## config.mk

```make
export PLATFORM = sky130hd
export DESIGN_NAME = lvds_tx_framer
export DESIGN_NICKNAME = d
export VERILOG_FILES = /design/src/rtl/lvds_tx_framer.sv
export SDC_FILE = /design/constraint.sdc
export NUM_CORES = 1
export LEC_CHECK = 0
export BUFFER_PORTS_ARGS = -buffer_cell sky130_fd_sc_hd__buf_2
export CAP_MARGIN = 20
export CORE_MARGIN = 4
export CORE_UTILIZATION = 50
export CTS_BUF_LIST = sky130_fd_sc_hd__clkbuf_16
export DETAILED_ROUTE_END_ITERATION = 7
export HOLD_SLACK_MARGIN = 0.15
export PLACE_DENSITY = 0.77
export SYNTH_ARGS = -nofsm -noshare
export SYNTH_HDL_FRONTEND = slang
export SYNTH_SLANG_ARGS = --single-unit
```

## constraint.sdc

```tcl
create_clock -name tx_inclock -period 2.2 [get_ports tx_inclock]
set_input_delay 0.33 -clock tx_inclock [delete_from_list [all_inputs] [get_ports tx_inclock]]
set_output_delay 0.33 -clock tx_inclock [all_outputs]
set_load 0.01 [all_outputs]
```

## src/rtl/lvds_tx_framer.sv

```systemverilog
// ---------------------------------------------------------------------------
// lvds_tx_framer
//   Link-layer transmitter for the FPGA-to-FPGA LVDS link. Sends a training
//   pattern until the partner receiver reports alignment, then one sync byte,
//   then 4-byte frames (MSB byte first) popped from a first-word-fall-through
//   TX FIFO. When no word is available, an idle frame of IDLE_BYTE is sent.
//
// Ports
//   tx_inclock     in   serializer parallel clock (only clock)
//   reset          in   synchronous, active-high
//   tx_locked      in   serializer PLL locked
//   tx_align_done  in   partner receiver aligned (level)
//   retrain        in   request re-entry to training (level)
//   enq_tx         in   head word of the TX FIFO
//   RDY_enq_tx     in   TX FIFO non-empty
//   EN_enq_tx      out  pop strobe, high for the B0 cycle of a data frame
//   tx_in          out  byte to the serializer (registered)
//   link_up        out  high in SYNC and B0..B3
//   words_sent     out  completed data frames, wraps
//   state_out      out  current state encoding
// ---------------------------------------------------------------------------
module lvds_tx_framer #(
  parameter logic [7:0] TRAIN_PATTERN = 8'h35,
  parameter logic [7:0] SYNC_PATTERN  = 8'h77,
  parameter logic [7:0] IDLE_BYTE     = 8'h52,
  parameter int         CNT_W         = 16
) (
  input  logic             tx_inclock,
  input  logic             reset,
  input  logic             tx_locked,
  input  logic             tx_align_done,
  input  logic             retrain,
  input  logic [31:0]      enq_tx,
  input  logic             RDY_enq_tx,
  output logic             EN_enq_tx,
  output logic [7:0]       tx_in,
  output logic             link_up,
  output logic [CNT_W-1:0] words_sent,
  output logic [2:0]       state_out
);

  typedef enum logic [2:0] {
    ST_WAIT_LOCK = 3'd0,
    ST_TRAIN     = 3'd1,
    ST_SYNC      = 3'd2,
    ST_B0        = 3'd3,
    ST_B1        = 3'd4,
    ST_B2        = 3'd5,
    ST_B3        = 3'd6
  } state_e;

  state_e           state_q, state_d;
  logic [7:0]       tx_in_q, tx_in_d;
  logic             en_q, en_d;
  logic             link_up_q, link_up_d;
  logic [CNT_W-1:0] words_q, words_d;
  logic [31:0]      hold_q, hold_d;
  logic             frame_valid_q, frame_valid_d;

  // NOTE: every variable gets a default first so no path through the case
  // statement leaves one unassigned, which would otherwise infer a latch.
  always_comb begin
    state_d       = state_q;
    tx_in_d       = tx_in_q;
    en_d          = 1'b0;
    hold_d        = hold_q;
    frame_valid_d = frame_valid_q;
    words_d       = words_q;

    if (!tx_locked) begin
      state_d       = ST_WAIT_LOCK;
      tx_in_d       = 8'h00;
      frame_valid_d = 1'b0;
    end else if (retrain && (state_q != ST_WAIT_LOCK)) begin
      // Abandon any frame in flight; a word already popped is lost.
      state_d       = ST_TRAIN;
      tx_in_d       = TRAIN_PATTERN;
      frame_valid_d = 1'b0;
    end else begin
      unique case (state_q)
        ST_WAIT_LOCK: begin
          state_d = ST_TRAIN;
          tx_in_d = TRAIN_PATTERN;
        end
        ST_TRAIN: begin
          if (tx_align_done) begin
            state_d = ST_SYNC;
            tx_in_d = SYNC_PATTERN;
          end
        end
        ST_SYNC, ST_B3: begin
          // The FIFO is sampled only on edges entering B0.
          state_d = ST_B0;
          if (RDY_enq_tx) begin
            hold_d        = enq_tx;
            tx_in_d       = enq_tx[31:24];
            en_d          = 1'b1;
            frame_valid_d = 1'b1;
          end else begin
            hold_d        = {4{IDLE_BYTE}};
            tx_in_d       = IDLE_BYTE;
            frame_valid_d = 1'b0;
          end
        end
        ST_B0: begin
          state_d = ST_B1;
          tx_in_d = hold_q[23:16];
        end
        ST_B1: begin
          state_d = ST_B2;
          tx_in_d = hold_q[15:8];
        end
        ST_B2: begin
          state_d = ST_B3;
          tx_in_d = hold_q[7:0];
          if (frame_valid_q) words_d = words_q + CNT_W'(1);
        end
        default: begin
          state_d = ST_WAIT_LOCK;
          tx_in_d = 8'h00;
        end
      endcase
    end

    link_up_d = (state_d == ST_SYNC) || (state_d == ST_B0) || (state_d == ST_B1) ||
                (state_d == ST_B2)   || (state_d == ST_B3);
  end

  // NOTE: sequential state uses non-blocking assignments so every register
  // samples the pre-edge values regardless of statement order.
  always_ff @(posedge tx_inclock) begin
    if (reset) begin
      state_q       <= ST_WAIT_LOCK;
      tx_in_q       <= 8'h00;
      en_q          <= 1'b0;
      link_up_q     <= 1'b0;
      words_q       <= '0;
      // NOTE: hold and frame_valid are reset too; only a handful of flops,
      // and it keeps the datapath free of X after reset.
      hold_q        <= '0;
      frame_valid_q <= 1'b0;
    end else begin
      state_q       <= state_d;
      tx_in_q       <= tx_in_d;
      en_q          <= en_d;
      link_up_q     <= link_up_d;
      words_q       <= words_d;
      hold_q        <= hold_d;
      frame_valid_q <= frame_valid_d;
    end
  end

  assign EN_enq_tx  = en_q;
  assign tx_in      = tx_in_q;
  assign link_up    = link_up_q;
  assign words_sent = words_q;
  assign state_out  = state_q;

endmodule

```

# --- Word-level counts from Yosys, hierarchy flattened ---
# Index checks and enable logic that the tools add are counted.
word_totals:
  reg_bits: 54
  wordCells: 48
  output_inout_bits: 29
  inputBits: 38
op_classes:
  muxes: 10
  add_sub_neg: 1
  n_eq_ne: 13
  n_reduce_logical: 13
  n_bitwise: 3
op_table:
  columns: ["operator", "count"]
  rows:
  - ["one-hot mux 8 bit (6 select lines)", 1]
  - ["two-way mux 24 bit", 1]
  - ["equality test 3 bit (second input constant)", 6]
  - ["one-hot mux 3 bit (6 select lines)", 1]
  - ["adder 16 x 1 -> 16 bit (second input constant)", 1]
  - ["two-way mux 8 bit", 2]
  - ["equality test 3 x 2 -> 1 bit (second input constant)", 4]
  - ["two-way mux 3 bit", 3]
  - ["two-way mux 6 bit", 1]
  - ["logical OR 1 bit", 4]
  - ["AND reduction 4 bit", 1]
  - ["OR reduction 2 bit", 2]
  - ["OR reduction 4 bit", 1]
  - ["equality test 3 x 1 -> 1 bit (second input constant)", 1]
  - ["logical NOT 3 bit", 1]
  - ["inequality test 3 bit (second input constant)", 1]
  - ["inverter 1 bit", 3]
  - ["AND reduction 3 bit", 1]
  - ["nonzero test 3 bit", 1]
  - ["OR reduction 3 bit", 1]
  - ["inequality test 2 bit (second input constant)", 1]
  - ["logical AND 1 bit", 1]
  - ["two-way mux 1 bit", 1]

# --- Depth between registers and ports, before layout ---
# Gate-level depths: netlist (run 1).
depth:
  depth_word: 10
  mapped_depth: 7

# --- Worst setup path after synthesis (run 1) ---
# OpenSTA, ideal clock, no wires.
synth_timing:
  path_type: "register -> register"
  from: "reg state_q[0], in the netlist state_out[0]"
  to: "reg words_q[15], in the netlist words_sent[15]"
  n_path_buf: 2
  t_required_ns: 2.079
  slack_ns: 0.347
  setup_ns: 0.121
  path_stages_with_launch: 7
  synth_period_minus_slack_ns: 1.853
  arrival_time_ns: 1.732
  path_cell_list: "dfxtp_1 > buf_2 > nand4bb_4 > or3_1 > clkbuf_2 > nor4_1 > mux2_2"
synth_between:
  elab_chain_len: 4
  word_cells_on_any_way: 5
  cone_classes: "eq/ne: 1; bitwise: 1; reduce/logical: 3"
synth_rtl:
  columns: ["element", "line", "text"]
  rows:
  - ["from (decl)", "52", "state_e state_q, state_d;"]
  - ["from (signal assigned)", "143", "state_q <= state_d;"]
  - ["nonzero test 3 bit", "74", "end else if (retrain && (state_q != ST_WAIT_LOCK)) begin"]
  - ["logical AND 1 bit", "74", null]
  - ["inverter 1 bit (no line)", null, null]
  - ["AND reduction 4 bit (no line) (*)", null, null]
  - ["to (signal assigned)", "147", "words_q <= words_d;"]
  - ["to (decl)", "56", "logic [CNT_W-1:0] words_q, words_d;"]
# Every way passes the cells marked *; elsewhere a longest branch is shown, timed or not.
# A chain may end at the register's enable or synchronous reset.

# --- Final worst setup path (run 1) ---
layout_timing:
  from: "reg words_q[3], in the netlist words_sent[3]"
  to: "reg words_q[15], in the netlist words_sent[15]"
layout_between:
  elab_chain_len: 1
layout_rtl:
  columns: ["element", "line", "text"]
  rows:
  - ["adder 16 x 1 -> 16 bit", "116", "if (frame_valid_q) words_d = words_q + CNT_W'(1);"]
# Every way passes these cells.

==> results of run 1 <==
## power by group through the flow
stage          logic, mW  registers, mW  clock network, mW
5_1_grt            0.139          0.995              0.788
6_report           0.126          0.994              0.732
2_1_floorplan     0.0655           1.02                  0
4_1_cts            0.126          0.994              0.745
3_5_place_dp       0.126           1.02                  0
3_3_place_gp       0.124           1.02                  0
## through the flow
step / hold slack, ns / power, mW / area (um2) / utilization
2_1_floorplan: 0.437 / 1.08 / 2360 / -
3_3_place_gp: 0.456 / 1.14 / 2730 / 0.609
3_5_place_dp: 0.461 / 1.14 / 2730 / 0.609
4_1_cts: 0.254 / 1.87 / 2860 / 0.640
5_1_grt: 0.251 / 1.92 / 2860 / 0.640
6_report: 0.256 / 1.85 / 2860 / 0.640
## registers in the layout, summed over array words and instances, names as in the netlist
signal / cells
EN_enq_tx: 1
frame_valid_q: 1
hold_q: 24
link_up: 1
state_out: 3
tx_in: 8
words_sent: 16
## critical path: stages (launching register included)
cell and delay [ns]:
dfxtp_1 0.42, and4_1 0.27, nand4_1 0.35, nor4_1 0.40, mux2_2 0.37
## path summary, 6_finish.rpt
path | startpoint | end | slack, ns
min reg2reg | hold_q[13]$_SDFFE_PP0P_ | hold_q[13]$_SDFFE_PP0P_ | 0.47
max | words_sent[3]$_SDFFE_PP0P_ | words_sent[15]$_SDFFE_PP0P_ | 0.27
min | enq_tx[0] | hold_q[0]$_SDFFE_PP0P_ | 0.26
max reg2reg | words_sent[3]$_SDFFE_PP0P_ | words_sent[15]$_SDFFE_PP0P_ | 0.27
## logic make-up (layout without fill, tap and decap cells)
family | count (synthesis) | after routing
AND/OR/NAND/NOR | 113 | 113
AO/OA/AOI/OAI | 60 | 60
flip-flops | 54 | 54
buffers and inverters | 22 | 84
XOR/XNOR | 8 | 8
multiplexers | 7 | 7
adder cells (fa/ha/maj) | 1 | 1
## synthesized netlist by cell type, drive strengths merged, types with 5 or more instances
| cell | n |
|---|---|
| dfxtp | 54 |
| nor2b | 5 |
| buf | 9 |
| a21oi | 15 |
| nand3 | 6 |
| a22o | 15 |
| inv | 5 |
| nand4 | 5 |
| or3 | 5 |
| nor2 | 36 |
| clkbuf | 8 |
| nand2 | 23 |
| nor3 | 11 |
## placed cells by master, fill, tap and decap left out, types with 2 or more instances in the layout
master	synthesis	layout
nand3_1	6	6
buf_2	6	66
inv_1	5	6
clkbuf_16	0	5
nor4_1	3	3
nor3_1	11	11
or2b_1	2	2
a31oi_1	2	2
nor2b_1	5	5
and3_1	2	2
o211ai_1	3	3
or4_1	4	4
dfxtp_1	54	54
o221ai_1	3	3
buf_4	0	6
nor2_1	35	34
or3_1	5	5
and4_1	2	2
o31ai_1	4	4
a222oi_1	3	3
nand2b_1	4	4
nand2_1	23	23
mux2_2	4	4
o21ai_0	4	4
a21oi_1	15	15
xor2_1	4	4
a2bb2oi_1	2	2
mux2i_1	3	3
xnor2_1	4	4
nand4_1	5	5
a22o_1	15	15
## layout make-up
type / instances / area (um2) / area share
multi-input cells: 189 / 1190 / 0.415
flip-flops and latches: 54 / 1080 / 0.377
repair buffers: 72 / 375 / 0.131
clock buffers: 5 / 125 / 0.0437
well taps: 52 / 65.1 / 0.0227
inverters: 5 / 18.8 / 0.00655
clock inverters: 2 / 11.3 / 0.00393
## per-layer routing
metal,part of all wire,GRT usage,vias to the layer above
li1,-,-,1082
met1,0.45,0.263,991
met2,0.47,0.307,57
met3,0.063,0.0304,6
met4,0.012,0.0652,0
met5,0,0,-
==> out/metrics.sh, run 1 <==
SETUP_VIOLATIONS=0
SYNTH_MUX_AREA_FRAC=0.0317
TIMING.FINAL.CRIT_SHARE=0.877
CTS-HOLD-FIX-BUFFERS=0
DATA_ARRIVAL_TIME_OF_THE_CRITICAL_PATH_NS=2.10
CLKLATENCYLATEPIN_NS=0.28
SYNTH_TOP_CELL_BY_AREA='dfxtp_1'
SYNTH_ENABLE_FLOP_CELLS=0
CRIT_FANOUT=11
POWER_DENSITY_nW_PER_UM2=646
YOSYSWARNINGS=0
INITIAL_UTILIZATION=0.529
SYN_AVG_CELL_AREA_UM2=8.92
FIN_SKEW_NS=0.00727
DETAILED_ROUTE_WL_UM=5550
NETSW_mW=0.396
ROWS=24
FIN_CRIT_NS=1.93
DIE_BOUNDARY_HEIGHT_UM=76.8
ENDPOINTS_FAILING_HOLD=0
FINALNONFILLERCELLS=379
PLACE.GP.CONGESTION=0.794
MAX_FREQ_MHz=518
P_LEAK_nW=1.17
GRT_FIRST_PASS_WIRELENGTH_UM=9340
COMPOUND_GATE_FRACTION_OF_SYNTH_AREA=0.185
POST-PLACE-CELLS=372
PRECTSSETUPSLACK_NS=0.156
SYNTH_AREA_LEADERS='dfxtp_1 46%, a22o_1 5.6%, nor2_1 5.6%'
SEQUENTIALPOWERSHARE=0.537
VIA_COUNT=2136
RUN_STATUS='completed'
DRT_PRE_ANTENNA_ITERS=4
DRV_CAP=0
CELL_AT_THE_ROOT_OF_THE_CLOCK_TREE='clkbuf_16'
DIE_WIDTH_UM=76.8
HP-CLASS='input port to register'
GRT_OVERFLOW_TOTAL=0
CTS-RESIZED-GATES=0
RSZ0062_AT_GRT='false'
IR_WORST_VDD_uV=406
DP.FINAL_HPWL_UM=4150
LAYOUT-DRIVE-GT1-SHARE=0.263
YS_ASYNC_SR_FRACTION=0
POST_SYNTH_XOR_AREA_FRACTION=0.0296
SYN2LAYOUT_AREA_GROWTH_PCT=21.1
SEQ_AREA_FRAC_SYNTH=0.457
TRITONCTS.NUM_BUFFERS=5
DIE_AREA_UM2=5890
P_COMB_FRAC=0.068
FLIP_FLOP_AND_LATCH_COUNT_AFTER_SYNTHESIS=54
CRITPATHLAUNCHTYPE='register'
CTSHTREEMAXLEVEL=2
CTS_TREE='done'
WORSTSETUPENDPOINTTYPE='register'
POSTLAYOUTSETUPSLACKWORST_NS=0.270
ROUTED_WIRE_LENGTH_PER_INSTANCE_UM=14.6
PATH_CLK_SLEW_NS=0.07
POWER.SHARE.CLOCK=0.395
CELL_INTERNAL_PWR_mW=1.46
NUM_ANTENNA_CELLS=0
BOUNDARYPINS=67
CTS_BUFFER_DEPTH=2
POST_DRT_VIA_CELL_RATIO=5.64
POST_SYNTH_INSTANCE_AREA_UM2=2360
SYNTH.NET_COUNT=304
OVERALL_ROUTING_RESOURCE_USAGE=0.192
TIGHTESTPINTRANSITION_NS=0.619
SLEW_VIOL_FINAL=0
SHARE_OF_SYNTHESIZED_CELL_AREA_IN_FULL_ADDER_HALF_ADDER_AND_MAJORITY_CELLS=0.00529
POST_SYNTHESIS_SIMPLE_GATE_AREA_FRACTION=0.249
MIN_PATH_CELLS=2
FINAL_NETS=366
YS_DOMINANT_REG_CELL='dfxtp_1'
DESIGN.CORE.AREA_UM2=4470
SYNTH.TOP_CELL.AREA_SHARE=0.457
POST-CTS-SETUP-BUFFERS=0
P_SW_FRAC=0.214
DRTANTENNAVIOLNETS=0
WORST-ENDPOINT-REQUIRED_NS=2.37
COUNT_OF_FILL_CELLS_ADDED_DURING_FILLER_INSERTION=415
DRT_DRC_VIOLATIONS_LEFT=0
DRT_FIRST_ITER_VIOLATIONS=140
COMBINATIONAL_FAMILY_WITH_THE_MOST_AREA_AFTER_SYNTHESIS='simple AND/OR/NAND/NOR gates'
WORST_R2R_PATH_DEPTH=4
NUMCLOCKSINKS=54
FIN_SETUP_TNS_NS=0
WORST_REL_SLEW_SLACK=0.587
CRITPATHKIND='register to register'
ANTENNA_FOUND_INITIAL=0
PLACE.PORT_BUFFERS=66
SYNTH_CELL_TYPES=49
VIAS_IN_THE_FIRST_GLOBAL_ROUTE=1974
SYNTH_CELLS=265
LARGEST_NET_DEGREE_AT_THE_START_OF_GLOBAL_ROUTING=28
Power figures use the tool's default switching activity.
==> inputs of run 2 (changes only) <==
Settings changed: PLACE_DENSITY 0.77 to default, PLACE_DENSITY_LB_ADDON from default to 0.15.
==> run 2 against run 1 <==
Net effect: critical path depth did not move; critical endpoint unchanged; count of clock-buffer cells in the layout did not move; power barely moved; clock skew fell by 0.0034 ns; worst hold slack improved by 0.0087 ns; largest cell class unchanged; sequential power barely moved; via count rose by 0.19%; largest power group unchanged.
==> out/metrics.sh, run 2 (synthesized netlist as in run 1, its figures left out) <==
R2R_END='words_sent[15]$_SDFFE_PP0P_'
HP-CLASS='input port to register'
MIN_PATH_CELLS=2
MAX_FREQ_MHz=508
DRTANTENNAVIOLNETS=0
WORST_R2R_STARTPOINT='state_out[1]$_SDFF_PP0_'
CRITPATHLAUNCHTYPE='register'
CTS-HOLD-FIX-BUFFERS=0
ANTENNA_FOUND_INITIAL=0
NUMCLOCKSINKS=54
MULTI_INPUT_GATE_AREA_UM2=1180
DIE_AREA_UM2=5890
CTS_TREE='done'
DETAILED_ROUTE_WL_UM=5570
ROWS=24
FINAL_COMMON_CELL='buf_2'
PLACE.GP.CONGESTION=0.797
TOP_REGISTER='hold_q'
POST-CTS-SETUP-BUFFERS=0
FIN_CRIT_NS=1.97
IR_WORST_VDD_uV=560
POWER_DENSITY_nW_PER_UM2=644
DRV_CAP=0
VIA_COUNT=2140
SLEW_VIOL_FINAL=0
NETSW_mW=0.395
FINAL_NETS=368
CRITPATHKIND='register to register'
TRITONCTS.NUM_BUFFERS=5
POST-ROUTE-CELL-AREA_UM2=2880
CTSHTREEMAXLEVEL=2
FIN_SETUP_TNS_NS=0
TIGHTESTPINTRANSITION_NS=0.516
DESIGN.CORE.AREA_UM2=4470
WORST_REL_SLEW_SLACK=0.655
DIE_WIDTH_UM=76.8
RUN_STATUS='completed'
P_COMB_FRAC=0.069
WORSTSETUPENDPOINTTYPE='register'
DIE_BOUNDARY_HEIGHT_UM=76.8
DP.FINAL_HPWL_UM=4160
LAYOUT-DRIVE-GT1-SHARE=0.264
POST-PLACE-CELLS=373
SYN2LAYOUT_AREA_GROWTH_PCT=21.7
POWER.SHARE.CLOCK=0.394
WORST-ENDPOINT-REQUIRED_NS=2.37
CTS-RESIZED-GATES=0
FIN_SKEW_NS=0.00391
ROUTED_WIRE_LENGTH_PER_INSTANCE_UM=14.6
CTS_BUFFER_DEPTH=2
DATA_ARRIVAL_TIME_OF_THE_CRITICAL_PATH_NS=2.14
WORST_R2R_PATH_DEPTH=4
SEQUENTIALPOWERSHARE=0.537
P_LEAK_nW=1.19
FINALNONFILLERCELLS=382
P_SW_FRAC=0.213
BOUNDARYPINS=67
WORST_HOLD_STARTPOINT='enq_tx[2]'
POST_DRT_VIA_CELL_RATIO=5.60
GRT_OVERFLOW_TOTAL=0
CELL_INTERNAL_PWR_mW=1.46
NUM_ANTENNA_CELLS=0
ENDPOINTS_FAILING_HOLD=0
INITIAL_UTILIZATION=0.529
LARGEST_NET_DEGREE_AT_THE_START_OF_GLOBAL_ROUTING=22
SETUP_VIOLATIONS=0
SEQ_AREA_UM2=1080
OVERALL_ROUTING_RESOURCE_USAGE=0.195
LARGEST_REG_FLOPS=24
WORST_HOLD_PATH.ENDPOINT='hold_q[2]$_SDFFE_PP0P_'
GRT_FIRST_PASS_WIRELENGTH_UM=9650
TIMING.FINAL.CRIT_SHARE=0.895
PATH_CLK_SLEW_NS=0.07
PLACED_AREA_UM2=2730
COMMONEST_NON_FILL_NON_TAP_CELLS_IN_THE_LAYOUT='66 x buf_2, 54 x dfxtp_1, 35 x nor2_1'
VIAS_IN_THE_FIRST_GLOBAL_ROUTE=2107
RSZ0062_AT_GRT='false'
DRT_PRE_ANTENNA_ITERS=5
FF2FF_SETUP_SLACK_NS=0.23
PLACE.PORT_BUFFERS=66
COUNT_OF_FILL_CELLS_ADDED_DURING_FILLER_INSERTION=393
FINAL_CORE_UTILIZATION=0.643
TIMING.CRITICAL_PATH.FROM='state_out[1]$_SDFF_PP0_'
CRIT_FANOUT=11
CLKLATENCYLATEPIN_NS=0.28
DRT_DRC_VIOLATIONS_LEFT=0
CELL_AT_THE_ROOT_OF_THE_CLOCK_TREE='clkbuf_16'
DRT_FIRST_ITER_VIOLATIONS=133
## run 2: cell type report
type                            instances  area share
Multi-Input combinational cell        189       0.412
Sequential cell                        54       0.376
Timing Repair Buffer                   74       0.136
Clock buffer                            5      0.0435
Tap cell                               52      0.0226
Inverter                                5     0.00652
Clock inverter                          3     0.00435
## run 2: worst max-delay path, cell delays in order, from the launching register on
cell and delay [ns]:
dfxtp_1 0.41, nand4bb_4 0.28, or3_1 0.52, nor4_1 0.28
mux2_2 0.37
## run 2: per-layer routing
layer  GRT usage  part of all wire  vias to the layer above
li1            -                 -                     1087
met3      0.0527             0.062                        2
met4      0.0380            0.0048                        0
met5           0                 0                        -
met1       0.257              0.47                      992
met2       0.321              0.47                       59
## run 2: through the flow
step	hold slack (ns)	total power [mW]	setup slack, ns
floorplan	0.437	1.08	0.347
global placement	0.457	1.14	0.267
detailed placement	0.455	1.14	0.200
CTS	0.261	1.87	0.250
global route	0.267	1.92	0.100
finish	0.264	1.85	0.230
## run 2: how the worst max path moves through the flow
| stage | end | slack [ns] | depth (start not counted) |
|---|---|---|---|
| 3_5_place_dp | words_sent[15]$_SDFFE_PP0P_ | 0.20 | 5 |
| 5_1_grt | words_sent[15]$_SDFFE_PP0P_ | 0.10 | 4 |
| 2_1_floorplan | words_sent[15]$_SDFFE_PP0P_ | 0.35 | 6 |
| 4_1_cts | words_sent[15]$_SDFFE_PP0P_ | 0.25 | 4 |
| 6_report | words_sent[15]$_SDFFE_PP0P_ | 0.23 | 4 |
| 3_3_place_gp | words_sent[15]$_SDFFE_PP0P_ | 0.27 | 5 |
## run 2: power groups by stage
stage / logic [mW] / clock network, mW / registers (mW)
6_report: 0.128 / 0.730 / 0.995
3_5_place_dp: 0.126 / 0 / 1.02
2_1_floorplan: 0.0655 / 0 / 1.02
3_3_place_gp: 0.125 / 0 / 1.02
5_1_grt: 0.141 / 0.788 / 0.995
4_1_cts: 0.127 / 0.748 / 0.994
==> inputs of run 3 (changes only) <==
Settings changed: ABC_AREA from default to 1.
==> run 3 against run 2 <==
Net effect: global-route usage rose by 1.2 points; die area rose by 9.1%; critical path depth rose by 3; routed wire length rose by 16%; power barely moved; area after synthesis rose by 10%; final area rose by 7.7%; synthesized cell count rose by 45%; clock power rose by 2%.
==> out/metrics.sh, run 3 <==
RUN_STATUS='completed'
ENDPOINTS_FAILING_HOLD=0
DRTANTENNAVIOLNETS=0
SETUP_VIOLATIONS=0
CELL_AT_THE_ROOT_OF_THE_CLOCK_TREE='clkbuf_16'
YS_DOMINANT_REG_CELL='dfxtp_1'
FINAL_CORE_UTILIZATION=0.611
SYNTH_CELLS=385
VIAS_IN_THE_FIRST_GLOBAL_ROUTE=2438
YOSYSWARNINGS=0
SYN2LAYOUT_AREA_GROWTH_PCT=19.0
POST_DRT_VIA_CELL_RATIO=5.14
YS_ASYNC_SR_FRACTION=0
FINALNONFILLERCELLS=520
POSTLAYOUTSETUPSLACKWORST_NS=0.588
FINAL_COMMON_CELL='nand2_1'
DRT_FIRST_ITER_VIOLATIONS=158
COUNT_OF_FILL_CELLS_ADDED_DURING_FILLER_INSERTION=503
LARGEST_REG_FLOPS=24
CRITPATHKIND='register to register'
YS_TOP_CELLS_BY_COUNT='130 x nand2_1, 54 x dfxtp_1, 38 x nor2_1'
SYNTH_ENABLE_FLOP_CELLS=0
TRITONCTS.NUM_BUFFERS=5
CRITPATHLAUNCHTYPE='register'
DESIGN.CORE.AREA_UM2=5070
DP.FINAL_HPWL_UM=4780
PRECTSSETUPSLACK_NS=0.612
WORST-ENDPOINT-REQUIRED_NS=2.38
PATH_CLK_SLEW_NS=0.06
TIMING.FINAL.CRIT_SHARE=0.733
PLACE.GP.CONGESTION=0.888
SYNTH_TOP_CELL_BY_AREA='dfxtp_1'
FIN_CRIT_NS=1.61
SEQ_AREA_FRAC_SYNTH=0.415
RSZ0062_AT_GRT='false'
CTSHTREEMAXLEVEL=2
POST-PLACE-CELLS=512
DIE_WIDTH_UM=80.2
CTS-RESIZED-GATES=0
IR_WORST_VDD_uV=430
FLIP_FLOP_AND_LATCH_COUNT_AFTER_SYNTHESIS=54
MAX_FREQ_MHz=621
CLKLATENCYLATEPIN_NS=0.29
ROWS=26
LARGEST_NET_DEGREE_AT_THE_START_OF_GLOBAL_ROUTING=25
CTS_TREE='done'
DRV_CAP=0
P_LEAK_nW=1.41
NUMCLOCKSINKS=54
PLACE.PORT_BUFFERS=66
DETAILED_ROUTE_WL_UM=6490
DRT_DRC_VIOLATIONS_LEFT=0
LAYOUT-DRIVE-GT1-SHARE=0.198
SHARE_OF_SYNTHESIZED_CELL_AREA_IN_FULL_ADDER_HALF_ADDER_AND_MAJORITY_CELLS=0.00480
POST_SYNTH_XOR_AREA_FRACTION=0.0168
CTS-HOLD-FIX-BUFFERS=0
COMBINATIONAL_FAMILY_WITH_THE_MOST_AREA_AFTER_SYNTHESIS='simple AND/OR/NAND/NOR gates'
SYNTH.TOP_CELL.AREA_SHARE=0.415
COMMONEST_NON_FILL_NON_TAP_CELLS_IN_THE_LAYOUT='130 x nand2_1, 66 x buf_2, 54 x dfxtp_1'
CRIT_FANOUT=24
POST_SYNTHESIS_SIMPLE_GATE_AREA_FRACTION=0.364
SYNTHMOSTINSTANTIATEDCELL='nand2_1'
SYNTH_MUX_AREA_FRAC=0
TOTAL_POWER_DRAW_mW=1.85
WORSTSETUPENDPOINTTYPE='register'
BOUNDARYPINS=67
POST_SYNTH_INSTANCE_AREA_UM2=2600
SYN_AVG_CELL_AREA_UM2=6.77
POWER_DENSITY_nW_PER_UM2=598
FINAL_NETS=488
TIGHTESTPINTRANSITION_NS=0.570
SYNTH.NET_COUNT=424
NUM_ANTENNA_CELLS=0
DIE_AREA_UM2=6430
VIA_COUNT=2672
FIN_SKEW_NS=0.00770
ANTENNA_FOUND_INITIAL=0
DATA_ARRIVAL_TIME_OF_THE_CRITICAL_PATH_NS=1.79
GRT_FIRST_PASS_WIRELENGTH_UM=10700
FF2FF_SETUP_SLACK_NS=0.59
GRT_OVERFLOW_TOTAL=0
COMPOUND_GATE_FRACTION_OF_SYNTH_AREA=0.118
SYNTH_CELL_TYPES=28
WORST_REL_SLEW_SLACK=0.619
OVERALL_ROUTING_RESOURCE_USAGE=0.207
TOP_REGISTER='hold_q'
SYNTH_AREA_LEADERS='dfxtp_1 41%, nand2_1 19%, nand3_1 6.5%'
INITIAL_UTILIZATION=0.513
DIE_BOUNDARY_HEIGHT_UM=80.2
ROUTED_WIRE_LENGTH_PER_INSTANCE_UM=12.5
HP-CLASS='input port to register'
CTS_BUFFER_DEPTH=2
FIN_SETUP_TNS_NS=0
SLEW_VIOL_FINAL=0
POST-CTS-SETUP-BUFFERS=0
DRT_PRE_ANTENNA_ITERS=4
==> run 3: cell families after synthesis <==
kind of cell    count (synthesis)
compound gates                 59
xor+xnor                        5
fa+ha+maj                       1
buf+inv                        46
flops                          54
simple gates                  220
==> run 3: through the flow <==
step / cell area [um2] / hold slack [ns]
after CTS: 3100 / 0.228
final: 3100 / 0.228
after detailed placement: 2960 / 0.435
after global placement: 2960 / 0.433
after floorplan: 2610 / 0.424
after global routing: 3100 / 0.234
==> run 3: layout make-up <==
type                       instances  area, um2  share of cell area
multi-input combinational        285       1310               0.423
tap                               70       87.6              0.0283
sequential                        54       1080               0.349
clock buffer                       5        125              0.0404
clock inverter                     3       12.5             0.00404
inverter                          34        129              0.0416
timing repair buffer              69        353               0.114
==> run 3: power by group <==
group          switching, mW  internal, mW
clock network          0.335         0.412
logic                 0.0656        0.0460
registers            0.00765         0.988
total                  0.408          1.45
==> run 3: critical path, cell delays in order, from the launching register on <==
cell     delay, ns
dfxtp_1       0.36
inv_1         0.10
nand2_2       0.09
o21ai_2       0.25
buf_4         0.23
nand3_4       0.24
nand3_1       0.17
nand2_1       0.06
==> run 3: path summary, 6_finish.rpt <==
kind	from	endpoint	cells past startpoint
max reg2reg	state_out[2]$_SDFF_PP0_	hold_q[11]$_SDFFE_PP0P_	7
max	state_out[2]$_SDFF_PP0_	hold_q[11]$_SDFFE_PP0P_	7
min	enq_tx[11]	hold_q[11]$_SDFFE_PP0P_	3
min reg2reg	hold_q[6]$_SDFFE_PP0P_	hold_q[6]$_SDFFE_PP0P_	2
==> run 3: metal layers <==
| metal | vias to the layer above | part of all wire | track usage |
|---|---|---|---|
| li1 | 1367 | - | - |
| met1 | 1215 | 0.45 | 0.271 |
| met2 | 79 | 0.47 | 0.340 |
| met3 | 11 | 0.062 | 0.0404 |
| met4 | 0 | 0.015 | 0.0676 |
| met5 | - | 0 | 0 |
